`config.mk`:
```
export PLATFORM = sky130hd
export DESIGN_NAME = fb_alu_exec
export DESIGN_NICKNAME = d
export VERILOG_FILES = /design/src/rtl/fb_alu_exec.sv
export SDC_FILE = /design/constraint.sdc
export NUM_CORES = 1
export LEC_CHECK = 0
export ABC_AREA = 0
export CORE_MARGIN = 1.5
export CORE_UTILIZATION = 40
export CTS_CLUSTER_DIAMETER = 150
export CTS_CLUSTER_SIZE = 30
export DETAILED_ROUTE_END_ITERATION = 12
export HOLD_SLACK_MARGIN = 0.02
export PLACE_DENSITY = 0.58
export SLEW_MARGIN = 5
export SYNTH_ARGS = -nofsm -noshare
export SYNTH_HDL_FRONTEND = slang
export SYNTH_SLANG_ARGS = --single-unit
export TNS_END_PERCENT = 20
```
`constraint.sdc`:
```
create_clock -name clk -period 7.3 [get_ports clk]
set_input_delay 1.825 -clock clk [delete_from_list [all_inputs] [get_ports clk]]
set_output_delay 1.825 -clock clk [all_outputs]
set_load 0.03 [all_outputs]
```
`src/rtl/fb_alu_exec.sv`:
```
//------------------------------------------------------------------------------
// +--------------------------------------------------------------------------+
// | Module      : fb_alu_exec                                                |
// | Description : Execute-stage ALU with valid/ready handshakes on both      |
// |               sides. Single-cycle ops finish in one cycle. Shifts run    |
// |               one bit per cycle so that no barrel shifter is needed.     |
// |               Result and branch-compare flags are registered and held    |
// |               stable under backpressure.                                 |
// | Revision    : 1.0 - initial release                                      |
// +--------------------------------------------------------------------------+
//
// Ports:
//   clk          rising-edge clock
//   rst_n        asynchronous active-low reset
//   in_valid     issue stage presents an operation
//   in_ready     block accepts the operation this cycle
//   alu_control  one-hot op: [10]add [9]sub [8]sll [7]slt [6]sltu [5]xor
//                [4]srl [3]sra [2]or [1]and [0]branch (used with sub)
//   src_a/src_b  operands
//   out_valid    result valid
//   out_ready    downstream accepts the result
//   result       ALU result
//   zero         result == 0
//   lt / ltu     signed / unsigned src_a < src_b (branch only)
//   illegal      control word was not a legal encoding
//------------------------------------------------------------------------------
`timescale 1ns/1ps
`default_nettype none

module fb_alu_exec #(
  parameter int XLEN = 32,
  parameter int SHW  = $clog2(XLEN)
) (
  input  logic            clk,
  input  logic            rst_n,
  input  logic            in_valid,
  output logic            in_ready,
  input  logic [10:0]     alu_control,
  input  logic [XLEN-1:0] src_a,
  input  logic [XLEN-1:0] src_b,
  output logic            out_valid,
  input  logic            out_ready,
  output logic [XLEN-1:0] result,
  output logic            zero,
  output logic            lt,
  output logic            ltu,
  output logic            illegal
);

  // Control word bit positions
  localparam int B_ADD  = 10;
  localparam int B_SUB  = 9;
  localparam int B_SLL  = 8;
  localparam int B_SLT  = 7;
  localparam int B_SLTU = 6;
  localparam int B_XOR  = 5;
  localparam int B_SRL  = 4;
  localparam int B_SRA  = 3;
  localparam int B_OR   = 2;
  localparam int B_AND  = 1;

  // The only legal two-hot word: branch compare carried on the subtractor
  localparam logic [10:0] C_BR_SUB = 11'b010_0000_0001;

  // Shift kind held while iterating
  localparam logic [1:0] SH_SLL = 2'd0;
  localparam logic [1:0] SH_SRL = 2'd1;
  localparam logic [1:0] SH_SRA = 2'd2;

  typedef enum logic [1:0] {
    ST_IDLE  = 2'd0,
    ST_SHIFT = 2'd1,
    ST_DONE  = 2'd2
  } state_t;

  state_t            state_q,   state_d;
  logic [XLEN-1:0]   result_q,  result_d;
  logic              zero_q,    zero_d;
  logic              lt_q,      lt_d;
  logic              ltu_q,     ltu_d;
  logic              illegal_q, illegal_d;
  logic [XLEN-1:0]   work_q,    work_d;
  logic [SHW-1:0]    cnt_q,     cnt_d;
  logic [1:0]        shop_q,    shop_d;

  // ---------------------------------------------------------------------------
  // Decode
  // ---------------------------------------------------------------------------
  logic [9:0]      op_bits;
  logic            single_hot;
  logic            is_branch;
  logic            is_legal;
  logic            is_shift;
  logic [1:0]      shift_kind;
  logic [SHW-1:0]  shamt;
  logic            accept;

  assign op_bits    = alu_control[10:1];
  // Exactly one bit of [10:1] set: non-zero and clearing the lowest set bit leaves nothing
  assign single_hot = (op_bits != 10'd0) && ((op_bits & (op_bits - 10'd1)) == 10'd0)
                      && !alu_control[0];
  assign is_branch  = (alu_control == C_BR_SUB);
  assign is_legal   = single_hot || is_branch;
  assign is_shift   = single_hot &&
                      (alu_control[B_SLL] || alu_control[B_SRL] || alu_control[B_SRA]);
  assign shamt      = src_b[SHW-1:0];

  always_comb begin
    shift_kind = SH_SLL;
    if (alu_control[B_SRL]) shift_kind = SH_SRL;
    if (alu_control[B_SRA]) shift_kind = SH_SRA;
  end

  assign in_ready = (state_q == ST_IDLE) || ((state_q == ST_DONE) && out_ready);
  assign accept   = in_valid && in_ready;

  // ---------------------------------------------------------------------------
  // Single-cycle datapath
  // ---------------------------------------------------------------------------
  logic [XLEN-1:0] sum;
  logic [XLEN-1:0] diff;
  logic            slt_bit;
  logic            sltu_bit;
  logic [XLEN-1:0] alu_res;

  assign sum      = src_a + src_b;
  assign diff     = src_a - src_b;
  assign slt_bit  = $signed(src_a) < $signed(src_b);
  assign sltu_bit = src_a < src_b;

  always_comb begin
    alu_res = '0;
    if (is_branch)                              alu_res = diff;
    else if (single_hot) begin
      if (alu_control[B_ADD])                   alu_res = sum;
      if (alu_control[B_SUB])                   alu_res = diff;
      if (alu_control[B_SLT])                   alu_res = {{(XLEN-1){1'b0}}, slt_bit};
      if (alu_control[B_SLTU])                  alu_res = {{(XLEN-1){1'b0}}, sltu_bit};
      if (alu_control[B_XOR])                   alu_res = src_a ^ src_b;
      if (alu_control[B_OR])                    alu_res = src_a | src_b;
      if (alu_control[B_AND])                   alu_res = src_a & src_b;
      // A zero-distance shift completes immediately with src_a
      if (is_shift)                             alu_res = src_a;
    end
  end

  // One-bit step of the iterative shifter
  logic [XLEN-1:0] work_step;

  always_comb begin
    work_step = work_q;
    unique case (shop_q)
      SH_SLL:  work_step = {work_q[XLEN-2:0], 1'b0};
      SH_SRL:  work_step = {1'b0, work_q[XLEN-1:1]};
      SH_SRA:  work_step = {work_q[XLEN-1], work_q[XLEN-1:1]};
      default: work_step = work_q;
    endcase
  end

  // ---------------------------------------------------------------------------
  // Next-state logic
  // ---------------------------------------------------------------------------
  always_comb begin
    state_d   = state_q;
    result_d  = result_q;
    zero_d    = zero_q;
    lt_d      = lt_q;
    ltu_d     = ltu_q;
    illegal_d = illegal_q;
    work_d    = work_q;
    cnt_d     = cnt_q;
    shop_d    = shop_q;

    unique case (state_q)
      ST_SHIFT: begin
        work_d = work_step;
        cnt_d  = cnt_q - SHW'(1);
        // The last bit of shift is being applied this cycle
        if (cnt_q == SHW'(1)) begin
          result_d  = work_step;
          zero_d    = (work_step == '0);
          lt_d      = 1'b0;
          ltu_d     = 1'b0;
          illegal_d = 1'b0;
          state_d   = ST_DONE;
        end
      end
      ST_DONE: begin
        if (out_ready) state_d = ST_IDLE;
      end
      default: ;
    endcase

    // Acceptance can only happen from IDLE or from a consumed DONE, so it
    // overrides whatever the state-specific branch chose above.
    if (accept) begin
      if (!is_legal) begin
        result_d  = '0;
        zero_d    = 1'b1;
        lt_d      = 1'b0;
        ltu_d     = 1'b0;
        illegal_d = 1'b1;
        state_d   = ST_DONE;
      end else if (is_shift && (shamt != '0)) begin
        work_d  = src_a;
        cnt_d   = shamt;
        shop_d  = shift_kind;
        state_d = ST_SHIFT;
      end else begin
        result_d  = alu_res;
        zero_d    = (alu_res == '0);
        lt_d      = is_branch && slt_bit;
        ltu_d     = is_branch && sltu_bit;
        illegal_d = 1'b0;
        state_d   = ST_DONE;
      end
    end
  end

  // ---------------------------------------------------------------------------
  // Registers
  // ---------------------------------------------------------------------------
  always_ff @(posedge clk or negedge rst_n) begin
    if (!rst_n) begin
      state_q   <= ST_IDLE;
      result_q  <= '0;
      zero_q    <= 1'b0;
      lt_q      <= 1'b0;
      ltu_q     <= 1'b0;
      illegal_q <= 1'b0;
      work_q    <= '0;
      cnt_q     <= '0;
      shop_q    <= SH_SLL;
    end else begin
      state_q   <= state_d;
      result_q  <= result_d;
      zero_q    <= zero_d;
      lt_q      <= lt_d;
      ltu_q     <= ltu_d;
      illegal_q <= illegal_d;
      work_q    <= work_d;
      cnt_q     <= cnt_d;
      shop_q    <= shop_d;
    end
  end

  assign out_valid = (state_q == ST_DONE);
  assign result    = result_q;
  assign zero      = zero_q;
  assign lt        = lt_q;
  assign ltu       = ltu_q;
  assign illegal   = illegal_q;

endmodule

`default_nettype wire

```
==> impl_metrics.yaml <==
status:
  outcome: "finished, violations left"
  failed_checks: "max-capacitance violations, max-slew violations"
timing:
  setup_slack_ps: 219
  fin_skew_ps: 5.96
  tightest_slew_ps: 1530
  drv_slew: 5
  max_slew_margin: -0.0293
  hold_violations: 0
  hold_slack_ps: 560
  finalCritPeriodShare: 0.970
  tns_ps: 0
  fin_crit_ps: 7080
  rsz0062_at_grt: "no"
  fmax_mhz: 141
  setup_viol: 0
clock_network:
  cts_setup_buffers: 0
  cts_resized: 0
  cts_root_buf: "clkbuf_16"
  clk_pin_slew_ps: 60
  cts_sinks: 77
  cts_tree: "built"
  htreeDepth: 3
  cts_buffer_depth: 2
  cts-buffers-inserted: 9
  cts_hold_buffers: 0
  clock_latency_ps: 340
global_routing:
  grt_pass1_vias: 11634
  grt_pass1_wl_um: 70400
  grt_overflow_total: 0
  antenna_found_initial: 1
  track_usage: 0.318
  grt_max_degree: 78
logic_synthesis:
  synth_most_common_cell: "a21oi_1"
  synth_flop_cell: "dfrtp_1"
  yosys.area.top_type: "dfrtp_1"
  synth_mux_area_frac: 0.0585
  synthDistinctLibCells: 96
  synth_fa_ha_area_frac: 0.123
  synth_top_area_frac: 0.171
  netlist_top_cells_count: "a21oi_1 (181), nand2_1 (148), nor2_1 (148)"
  synth-seq-area-share: 0.171
  synth_fp_nets: 1761
  avgSynthCellArea_um2: 7.18
  synth_seq_cells: 77
  syn_inst: 1573
  synth_area_leaders: "dfrtp_1 (17%), ha_1 (12%), a21oi_1 (8.0%), o21ai_0 (5.2%), nand2_1 (4.9%)"
  synth_edf_count: 0
  synth-compound-area-share: 0.324
  synth_simple_gate_area_frac: 0.208
  synth_top_family_by_area: "compound AO/OA/AOI/OAI gates"
  netlist_area_um2: 11300
  ys_async_sr_fraction: 1.00
  synth_xor_area_frac: 0.0357
  yosysWarnings: 0
floorplanning:
  die_x_um: 171
  die_area_um2: 29200
  ios: 117
  die_height_um: 171
  initial_core_util: 0.406
  num_rows: 61
  design.core.area_um2: 27800
place:
  dpl.hpwl_um: 35900
  dp_slack_ps: -130
  port_buffers: 116
  place_area_um2: 12700
  finalWeightedCongestion: 1.06
final_layout:
  utilization: 0.466
  final_cell_area_um2: 13000
  layout-drive-gt1-share: 0.0676
  multi_input_area_um2: 8480
  antenna-diode-count: 0
  n_fill_cell: 2883
  area_growth_pct: 14.8
  seq_area_um2: 1930
  fin_nets: 1810
critical_path:
  crit_path_end_kind: "flop"
  worst_path_max_delay_cell: "nor3_1"
  crit_type: "in2reg"
  reg2reg_slack_ps: 4350
  crit_required_ps: 7390
  start_kind: "input port"
  crit_path_max_fanout: 67
  cp.arrival_ps: 7180
  critPathMostFrequentCell: "o21ai_0"
  crit_chain: "clkdlybuf4s50_1 > nor3_4 > a21oi_1 > a2111oi_1 > nor2_1 > nor3_1 > o21ai_0 > or2_4 > o211ai_1 > o21ai_0"
  max_stage_delay_ps: 1230
power:
  pwr-share-seq: 0.281
  peakVddDrop_mv: 0.0923
  swShare: 0.468
  p_per_area_nw_per_um2: 210
  p_comb_frac: 0.563
  p_sw_mw: 1.27
  p_int_mw: 1.45
  clock_power_share: 0.155
  p_leak_nw: 5.19
route:
  drtIter0Drc: 1657
  routedWlPerCell_um: 23.3
  drc_errors: 0
  drt-pass1-iter-count: 6
  viasPerCell: 6.26
  ant_nets: 0
  num_vias: 12554
  totalWireLength_um: 46700
flow_run:
  drv_cap: 1
worst_hold_path:
  hold_class: "reg2reg"
-- power by group through the flow --
stage	logic, mW	clock network (mW)	registers, mW
2_1_floorplan	0.821	0	0.882
3_3_place_gp	1.50	0	0.766
3_5_place_dp	1.50	0	0.767
4_1_cts	1.51	0.425	0.762
5_1_grt	1.65	0.442	0.783
6_report	1.53	0.422	0.766
-- flip-flops by register name, indices dropped and copies added (netlist names) --
name     cells
result      32
ltu          1
cnt_q        5
lt           1
illegal      1
shop_q       2
zero         1
work_q      32
state_q      2
-- layout make-up --
cell class	instances	share of cell area
multi-input combinational	1275	0.654
sequential	77	0.149
timing repair buffer	146	0.107
tap	378	0.0365
inverter	113	0.0327
clock buffer	15	0.0207
clock inverter	1	0.000386
-- cells in the final DEF (no fill, tap or decap), types with 16 or more instances in the layout --
master and count:
a21oi_1 181, a221oi_1 16, buf_4 31, clkdlybuf4s50_1 115
dfrtp_1 75, ha_1 107, inv_1 110, mux2_2 28
mux2i_1 33, nand2_1 148, nand3_1 38, nand4_1 28
nor2_1 148, nor3_1 36, nor4_1 16, o211ai_1 41
o21ai_0 117, o22ai_1 17, o31ai_1 16, xnor2_1 40
-- worst paths after layout --
path,start,endpoint,depth (start not counted)
hold reg to reg,ltu$_DFF_PN0_,ltu$_DFF_PN0_,1
min in group asynchronous,rst_n,work_q[3]$_DFF_PN0_,1
max in group asynchronous,rst_n,shop_q[1]$_DFFE_PN0P_,1
hold / removal,ltu$_DFF_PN0_,ltu$_DFF_PN0_,1
setup / recovery,alu_control[1],work_q[20]$_DFF_PN0_,10
setup reg to reg,state_q[1]$_DFFE_PN0P_,result[27]$_DFF_PN0_,5
-- per-layer routing --
layer,GRT usage,vias to the layer above,wire length [µm]
met5,0,-,0
met2,0.481,703,19900
met3,0.0597,135,4480
li1,-,5818,-
met4,0.121,0,1970
met1,0.443,5898,20300
-- kinds of logic after synthesis --
logic type               count (synthesis)
AO/OA/AOI/OAI                          562
adder cells (fa/ha/maj)                110
XOR/XNOR                                46
buffers and inverters                  221
flip-flops                              77
multiplexers                            62
AND/OR/NAND/NOR                        495
-- stage by stage --
stage | cells | power, mW
5_1_grt | 2005 | 2.88
2_1_floorplan | 1573 | 1.70
6_report | 2005 | 2.72
3_5_place_dp | 1989 | 2.27
4_1_cts | 2005 | 2.69
3_3_place_gp | 1989 | 2.27
-- critical path: cells and delay by family --
family                 cells  cell delay [ps]
buffers and inverters      1              610
AND/OR/NAND/NOR            4             2550
AO/OA/AOI/OAI              5             2180
Power figures use the tool's default switching activity.
